File: config.mk
export PLATFORM = sky130hd
export DESIGN_NAME = sqrt_fx_iter
export DESIGN_NICKNAME = d
export VERILOG_FILES = /design/src/rtl/sqrt_fx_iter.sv
export SDC_FILE = /design/constraint.sdc
export NUM_CORES = 1
export LEC_CHECK = 0
export ABC_AREA = 1
export BUFFER_PORTS_ARGS = -buffer_cell sky130_fd_sc_hd__buf_4
export CAP_MARGIN = 20
export CORE_MARGIN = 2
export CORE_UTILIZATION = 60
export CTS_BUF_LIST = sky130_fd_sc_hd__clkbuf_8 sky130_fd_sc_hd__clkbuf_16
export DETAILED_ROUTE_END_ITERATION = 16
export PLACE_DENSITY = 0.86
export SETUP_SLACK_MARGIN = 0.15
export SLEW_MARGIN = 5
export SYNTH_ARGS = -nofsm -noshare
export SYNTH_HDL_FRONTEND = slang
export SYNTH_SLANG_ARGS = --single-unit
File: constraint.sdc
create_clock -name clk -period 5.6 [get_ports clk]
set_input_delay 0.56 -clock clk [delete_from_list [all_inputs] [get_ports clk]]
set_output_delay 0.56 -clock clk [all_outputs]
set_load 0.005 [all_outputs]
File: src/rtl/sqrt_fx_iter.sv
// sqrt_fx_iter: iterative restoring fixed-point square root, BPC root bits per cycle, optional rounding and sign check.
module sqrt_fx_iter #(
  parameter int WIDTH  = 16,
  parameter int FBITS  = 8,
  parameter int BPC    = 1,
  parameter int ROUND  = 0,
  parameter int SIGNED = 0
) (
  input  logic             clk,
  input  logic             rst,
  input  logic             start,
  input  logic [WIDTH-1:0] rad,
  output logic             busy,
  output logic             valid,
  output logic             err,
  output logic [WIDTH-1:0] root,
  output logic [WIDTH-1:0] rem
);
  localparam int XW   = WIDTH + FBITS;
  localparam int ITER = XW / 2;
  localparam int C    = ITER / BPC;
  localparam int RW   = ITER + 2;
  localparam int TW   = RW + 2;
  localparam int CW   = $clog2(C + 1);
  typedef enum logic [1:0] {IDLE, CALC, RND, DONE} state_t;
  state_t r_state;
  logic [XW-1:0] r_x, w_x;
  logic [RW-1:0] r_rem, w_rem;
  logic [ITER-1:0] r_root, w_root, w_rnd;
  logic [TW-1:0] w_cat, w_trial;
  logic [CW-1:0] r_cnt;
  logic r_neg, w_go, w_up;
  always_comb begin
    w_x = r_x;
    w_rem = r_rem;
    w_root = r_root;
    w_cat = '0;
    w_trial = '0;
    for (int k = 0; k < BPC; k++) begin
      w_cat = {w_rem, w_x[XW-1 -: 2]};
      w_trial = w_cat - TW'({w_root, 2'b01});
      w_rem = w_trial[TW-1] ? RW'(w_cat) : RW'(w_trial);
      w_root = {w_root[ITER-2:0], ~w_trial[TW-1]};
      w_x = w_x << 2;
    end
  end
  // round up when the remainder exceeds the root, i.e. X lies above (r+0.5)^2
  assign w_up  = (RW'(r_root) < r_rem) && !(&r_root);
  assign w_rnd = r_root + ITER'(w_up);
  assign w_go  = start && (r_state == IDLE || r_state == DONE);
  always_ff @(posedge clk or posedge rst) begin
    if (rst) begin
      r_state <= IDLE;
      r_x <= '0;
      r_rem <= '0;
      r_root <= '0;
      r_cnt <= '0;
      r_neg <= 1'b0;
      busy <= 1'b0;
      valid <= 1'b0;
      err <= 1'b0;
      root <= '0;
      rem <= '0;
    end else begin
      valid <= 1'b0;
      if (w_go) begin
        r_state <= CALC;
        busy <= 1'b1;
        r_x <= XW'(rad) << FBITS;
        r_rem <= '0;
        r_root <= '0;
        r_cnt <= CW'(C - 1);
        r_neg <= (SIGNED != 0) && rad[WIDTH-1];
      end else if (r_state == DONE) begin
        r_state <= IDLE;
      end else if (r_state == CALC && r_neg) begin
        r_state <= DONE;
        busy <= 1'b0;
        valid <= 1'b1;
        err <= 1'b1;
        root <= '0;
        rem <= '0;
      end else if (r_state == CALC) begin
        r_x <= w_x;
        r_rem <= w_rem;
        r_root <= w_root;
        r_cnt <= r_cnt - CW'(1);
        if (r_cnt == '0) begin
          if (ROUND != 0) begin
            r_state <= RND;
          end else begin
            r_state <= DONE;
            busy <= 1'b0;
            valid <= 1'b1;
            err <= 1'b0;
            root <= WIDTH'(w_root);
            rem <= WIDTH'(w_rem);
          end
        end
      end else if (r_state == RND) begin
        r_state <= DONE;
        busy <= 1'b0;
        valid <= 1'b1;
        err <= 1'b0;
        root <= WIDTH'(w_rnd);
        rem <= WIDTH'(r_rem);
      end
    end
  end
endmodule

# After elaboration in Yosys (flattened, before gate mapping)
# Index checks and enable logic that the tools add are counted.
# totals
reg_bits,91
out_inout_bits,35
in_bits,19
# op_classes
reduce_logical,15
n_eq_ne,7
muxes,34
add_sub_neg,3
n_lt_le_gt_ge,1
bitwise,3
# op_table
op,n
$mux W16,6
$mux W24,3
$mux W14,4
$mux W12,3
$sub A16 B14 Y16,1
$lt A12 B14 Y1,1
$add A12 B1 Y12,1
$mux W4,3
$reduce_and A12 Y1,1
$mux W1,10
$mux W2,5
$reduce_bool A5 Y1,1
$eq A2 B2 Y1 const B,2
$logic_not A4 Y1,1
$ne A4 B3 Y1 const B,1
$reduce_and A2 Y1,2
$reduce_and A4 Y1,1
$reduce_bool A4 Y1,1
$sub A4 B1 Y4 const B,1
$ne A3 B2 Y1 const B,1
$not A1 Y1,3
$reduce_and A3 Y1,1
$reduce_bool A3 Y1,1
$eq A2 B1 Y1 const B,1
7 further kinds,8

# Longest topological paths before layout
# logic_depth
word_depth,6
mapped_depth,16
mapped_depth_nobuf,16

# Worst setup path before layout
# OpenSTA, ideal clock, no wires.
# synth_path
path_kind,register to register
startpoint,reg r_rem[4]
endpoint,reg root[9]
stages_incl_launch_ff,16
t_arrival_ns,2.391
setup_ns,0.083
path_slack_ns,3.127
path_cell_list,dfrtp_1 -> inv_1 -> ha_1 -> nand2_1 -> nor2_1 -> o21ai_0 -> o211ai_1 -> a311oi_1 -> ha_1 -> nand3_1 -> nor2_1 -> nand3_1 -> o21ai_0 -> nand2_1 -> xor2_1 -> o21ai_0
# synth_between
elab_chain_len,5
# synth_rtl
element,line_no,source
start: declaration,28,"logic [RW-1:0] r_rem, w_rem;"
start signal: assignment,85,r_rem <= w_rem;
$lt A12 B14 Y1,48,assign w_up = (RW'(r_root) < r_rem) && !(&r_root);
$logic_and A1 B1 Y1,48,
$add A12 B1 Y12,49,assign w_rnd = r_root + ITER'(w_up);
$mux W16,100,end else if (r_state == RND) begin
$mux W16,83,end else if (r_state == CALC) begin
end signal: assignment,96,root <= WIDTH'(w_root);
end signal: assignment,105,root <= WIDTH'(w_rnd);
end: declaration,16,"output logic [WIDTH-1:0] root,"
# No other way between the ends. The select of a mux whose other input is x is not followed.
# A chain may end at the register's enable or synchronous reset.

# Worst setup path after layout
# layout_path
startpoint,reg r_state[0]
endpoint,reg root[7]
# layout_between
elab_chain_len,5
# layout_rtl
element,line_no,source
start: declaration,26,state_t r_state;
start signal: assignment,53,r_state <= IDLE;
start signal: assignment,67,r_state <= CALC;
start signal: assignment,75,r_state <= IDLE;
$eq A2 B2 Y1 or $logic_not A2 Y1 (tied branches),"50, 74",
$logic_or A1 B1 Y1,50,assign w_go = start && (r_state == IDLE || r_state == DONE);
$logic_and A1 B1 Y1,50,
$not A1 Y1 (no source line),n/a,
$reduce_and A4 Y1 (no source line),n/a,
# Several ways; a longest one is shown, not always the timed one.

==> summary.md <==
| Metric | Value |
|---|---|
| DR vias | `4583` |
| Critical path's most frequent cell | `inv_2` |
| Total die area | `8980 um^2` |
| Drt total wl | `12.7 mm` |
| Cell area after synthesis | `4940 um^2` |
| Clock sinks | `76` |
| Post-route cell area | `5550 um^2` |
| EDFF count, synth | `0` |
| CP Class | `reg -> reg` |
| Grt met1 use | `38.7%` |
| Critical Path Source | `r_state[0]` |
| M2 GR Usage | `51.2%` |
| Largest family of logic cells by synthesized area | `simple AND/OR/NAND/NOR gates` |
| # resized after CTS | `0` |
| Max Clock Freq | `312 MHz` |
| Detailed Place HPWL | `9.37 mm` |
| Status | `finished clean` |
| Fillers | `682` |
| Num CTS Buffers | `9` |
| Max-slew violations | `0` |
| Layout area overhead | `12.2%` |
| Crit path time final | `3.20 ns` |
| Hold crit path type | `in -> reg` |
| H-tree levels | `3` |
| Largest net degree at the start of global routing | `77` |
| Yosys top cell area share | `38.5%` |
| Cell variety after synth | `42` |
| CTS Buffer Depth | `2` |
| Die Y-Extent | `94.8 um` |
| All-layer global routing usage | `30.3%` |
| Sequential element share of the synthesized area | `38.5%` |
| Core Area | `8090 um^2` |
| Post-synthesis mux area share | `0%` |
| Min-delay src | `rad[1]` |
| Most common cell in the synthesized netlist | `nand2_1` |
| Post-DR vias/cell | `5.76` |
| Die Wd | `94.8 um` |
| Vias in the first global route | `4507` |
| N_diodes | `0` |
| Crit-path max FO | `27` |
| RSZ-0062 raised after global routing | `false` |
| Busiest grt layer | `met2` |
| Critical Path, Cell by Cell | `inv_1 -> ha_1 -> nand2_2 -> inv_2 -> nor2_1 -> inv_2 -> nor2_1 -> nand2_2 -> inv_2 -> o21ai_0 -> o22a_1` |
| Placed cell area | `5310 um^2` |
| Critical Path RT | `5.82 ns` |
| I/O pin count | `54` |
| Initial antenna violation count | `0` |
| Post-CTS setup buffer count | `0` |
| Slew headroom | `37.0%` |
| Port-buffer cells | `46` |
| GR Util met3 | `5.19%` |
| Initial Util | `61.1%` |
| Hold Slack | `0.479 ns` |
| Max Cap Viol | `0` |
| Post-Synthesis Cells | `648` |
| Worst skew pair latency | `0.34 ns` |
| Worst-path clk slew | `0.07 ns` |
| Compound-cell area share of the yosys netlist | `14.3%` |
| Crit path largest cell delay | `0.49 ns` |
| Synth Area in XOR/XNOR | `1.59%` |
| GPL Wtd Cong | `0.943` |
| Reg-to-reg slack, setup | `2.40 ns` |
| Top FF cell, synth | `dfrtp_1` |
| Clk_skew | `0.0106 ns` |
| Nets | `738` |
| Drt first pass iters | `5` |
| Hold Path Depth | `3` |
| Final Util | `68.6%` |
| Area of the multi-input gates | `2600 um^2` |
| R2R Path Start | `r_state[0]` |
| Iter 0 DRT Violations | `304` |
| Adder-Cell Fraction of Synth Area | `8.10%` |
| Post-route DRC | `0` |
| Worst Hold Path EP | `r_x[9]` |
| Worst reg2reg path depth | `11` |
| Sequential cell area | `1900 um^2` |
| Synth area leader | `dfrtp_1` |
| Seq cells post-synth | `76` |
| Worst Setup End Kind | `flip-flop` |
| Commonest cells post-synth | `154 x nand2_1, 76 x dfrtp_1, 76 x inv_1, 62 x nor2_1, 47 x a21oi_1` |
| Area contributors post-synth | `dfrtp_1 38%, nand2_1 12%, ha_1 8.1%` |
| Rows | `33` |
| Root Buffer | `clkbuf_8` |
| GR Overflow Total | `0` |
| Wire per inst | `16.0 um` |
| Crit-path slowest cell | `inv_2` |
| Detail Route Antenna Nets | `0` |
| Share of layout cells above drive strength 1 | `15.3%` |
| Endpoint of the worst-slack reg-to-reg timing path | `root[7]` |
| Asr flop ratio synth | `100%` |
| Setup crit start kind | `flip-flop` |
| CTS Hold Bufs | `0` |
| Final hold violations | `0` |
| Mapped Avg Cell Area | `7.63 um^2` |
| Slew @ Worst Pin | `0.945 ns` |
| Data arrival time of the worst path | `3.43 ns` |
| Clock tree from TritonCTS | `built` |
| Simple-gate share of the synthesized area | `28.1%` |
| Final TNS setup | `0 ns` |
| Final setup violating endpoints | `0` |
| Period Utilization, post-route | `57.2%` |
| First-pass GRT wire length | `21.1 mm` |
| Ys Warns | `0` |
## cell usage in the layout, fill, tap and decap left out, types with 2 or more instances in the layout
master / Yosys / layout
and2_1: 2 / 2
inv_2: 5 / 6
conb_1: 1 / 7
ha_1: 32 / 32
nand4_1: 6 / 6
nor3_1: 2 / 2
nand2_1: 154 / 154
inv_1: 76 / 75
o31ai_1: 4 / 4
xnor2_1: 2 / 2
xor2_1: 7 / 7
o21ai_1: 10 / 10
nor2_1: 62 / 62
nand2_4: 4 / 4
clkbuf_8: 0 / 12
nand3b_1: 4 / 4
nand3_2: 6 / 6
nand3_4: 2 / 2
buf_4: 12 / 49
dfrtp_1: 76 / 76
nand2_8: 2 / 2
a31oi_1: 16 / 16
o22ai_1: 12 / 12
nand2_2: 10 / 10
o21ai_2: 4 / 4
nand3_1: 43 / 43
o21ai_0: 16 / 16
a21oi_2: 4 / 4
a21oi_1: 47 / 47
## layer usage
metal  part of all wire [%]  wire [um]  up-vias
li1                       -          -     2174
met1                     40       5050     2148
met2                     49       6280      225
met3                    7.9       1000       36
met4                    3.1        388        0
met5                      0          0        -
## logic make-up after synthesis
group	after synthesis
XOR/XNOR	9
buffers and inverters	110
AO/OA/AOI/OAI	120
adder cells (fa/ha/maj)	32
AND/OR/NAND/NOR	300
other	1
flip-flops	76
## how the worst max path moves through the flow
stage | endpoint | slack, ns | depth (start not counted)
final | root[7] | 2.40 | 11
after CTS | root[7] | 2.44 | 11
after detailed placement | root[7] | 2.46 | 11
after global placement | root[7] | 2.57 | 11
after floorplan | busy | 3.10 | 1
after global routing | root[7] | 2.11 | 11
## worst max-delay path, delay by kind of cell, from the launching register on
kind	cells	cell delay [ns]
compound gates	2	0.39
fa+ha+maj	1	0.33
buf+inv	4	0.99
flops	1	0.41
simple gates	4	0.94
## sequential cells by signal, indices dropped and copies added, names as in the netlist
| register | cells |
|---|---|
| r_cnt | 4 |
| r_state | 2 |
| root | 12 |
| r_rem | 14 |
| valid | 1 |
| r_root | 12 |
| busy | 1 |
| rem | 14 |
| r_x | 16 |
## cell type report
type                            count  area share, %
Clock buffer                       12           2.98
Inverter                           82           5.55
Sequential cell                    76           34.3
Tap cell                          105           2.37
Clock inverter                      3          0.789
Multi-Input combinational cell    468           46.9
Timing Repair Buffer               50           7.13
## through the flow
stage               setup WS, ns  cells
global route                2.11    796
finish                      2.40    796
detailed placement          2.46    780
CTS                         2.44    795
floorplan                   3.10    654
global placement            2.57    780
Power is left out: the tool's default activity adds up to more than one toggle a clock period on the data nets, which glitch-free logic cannot reach.
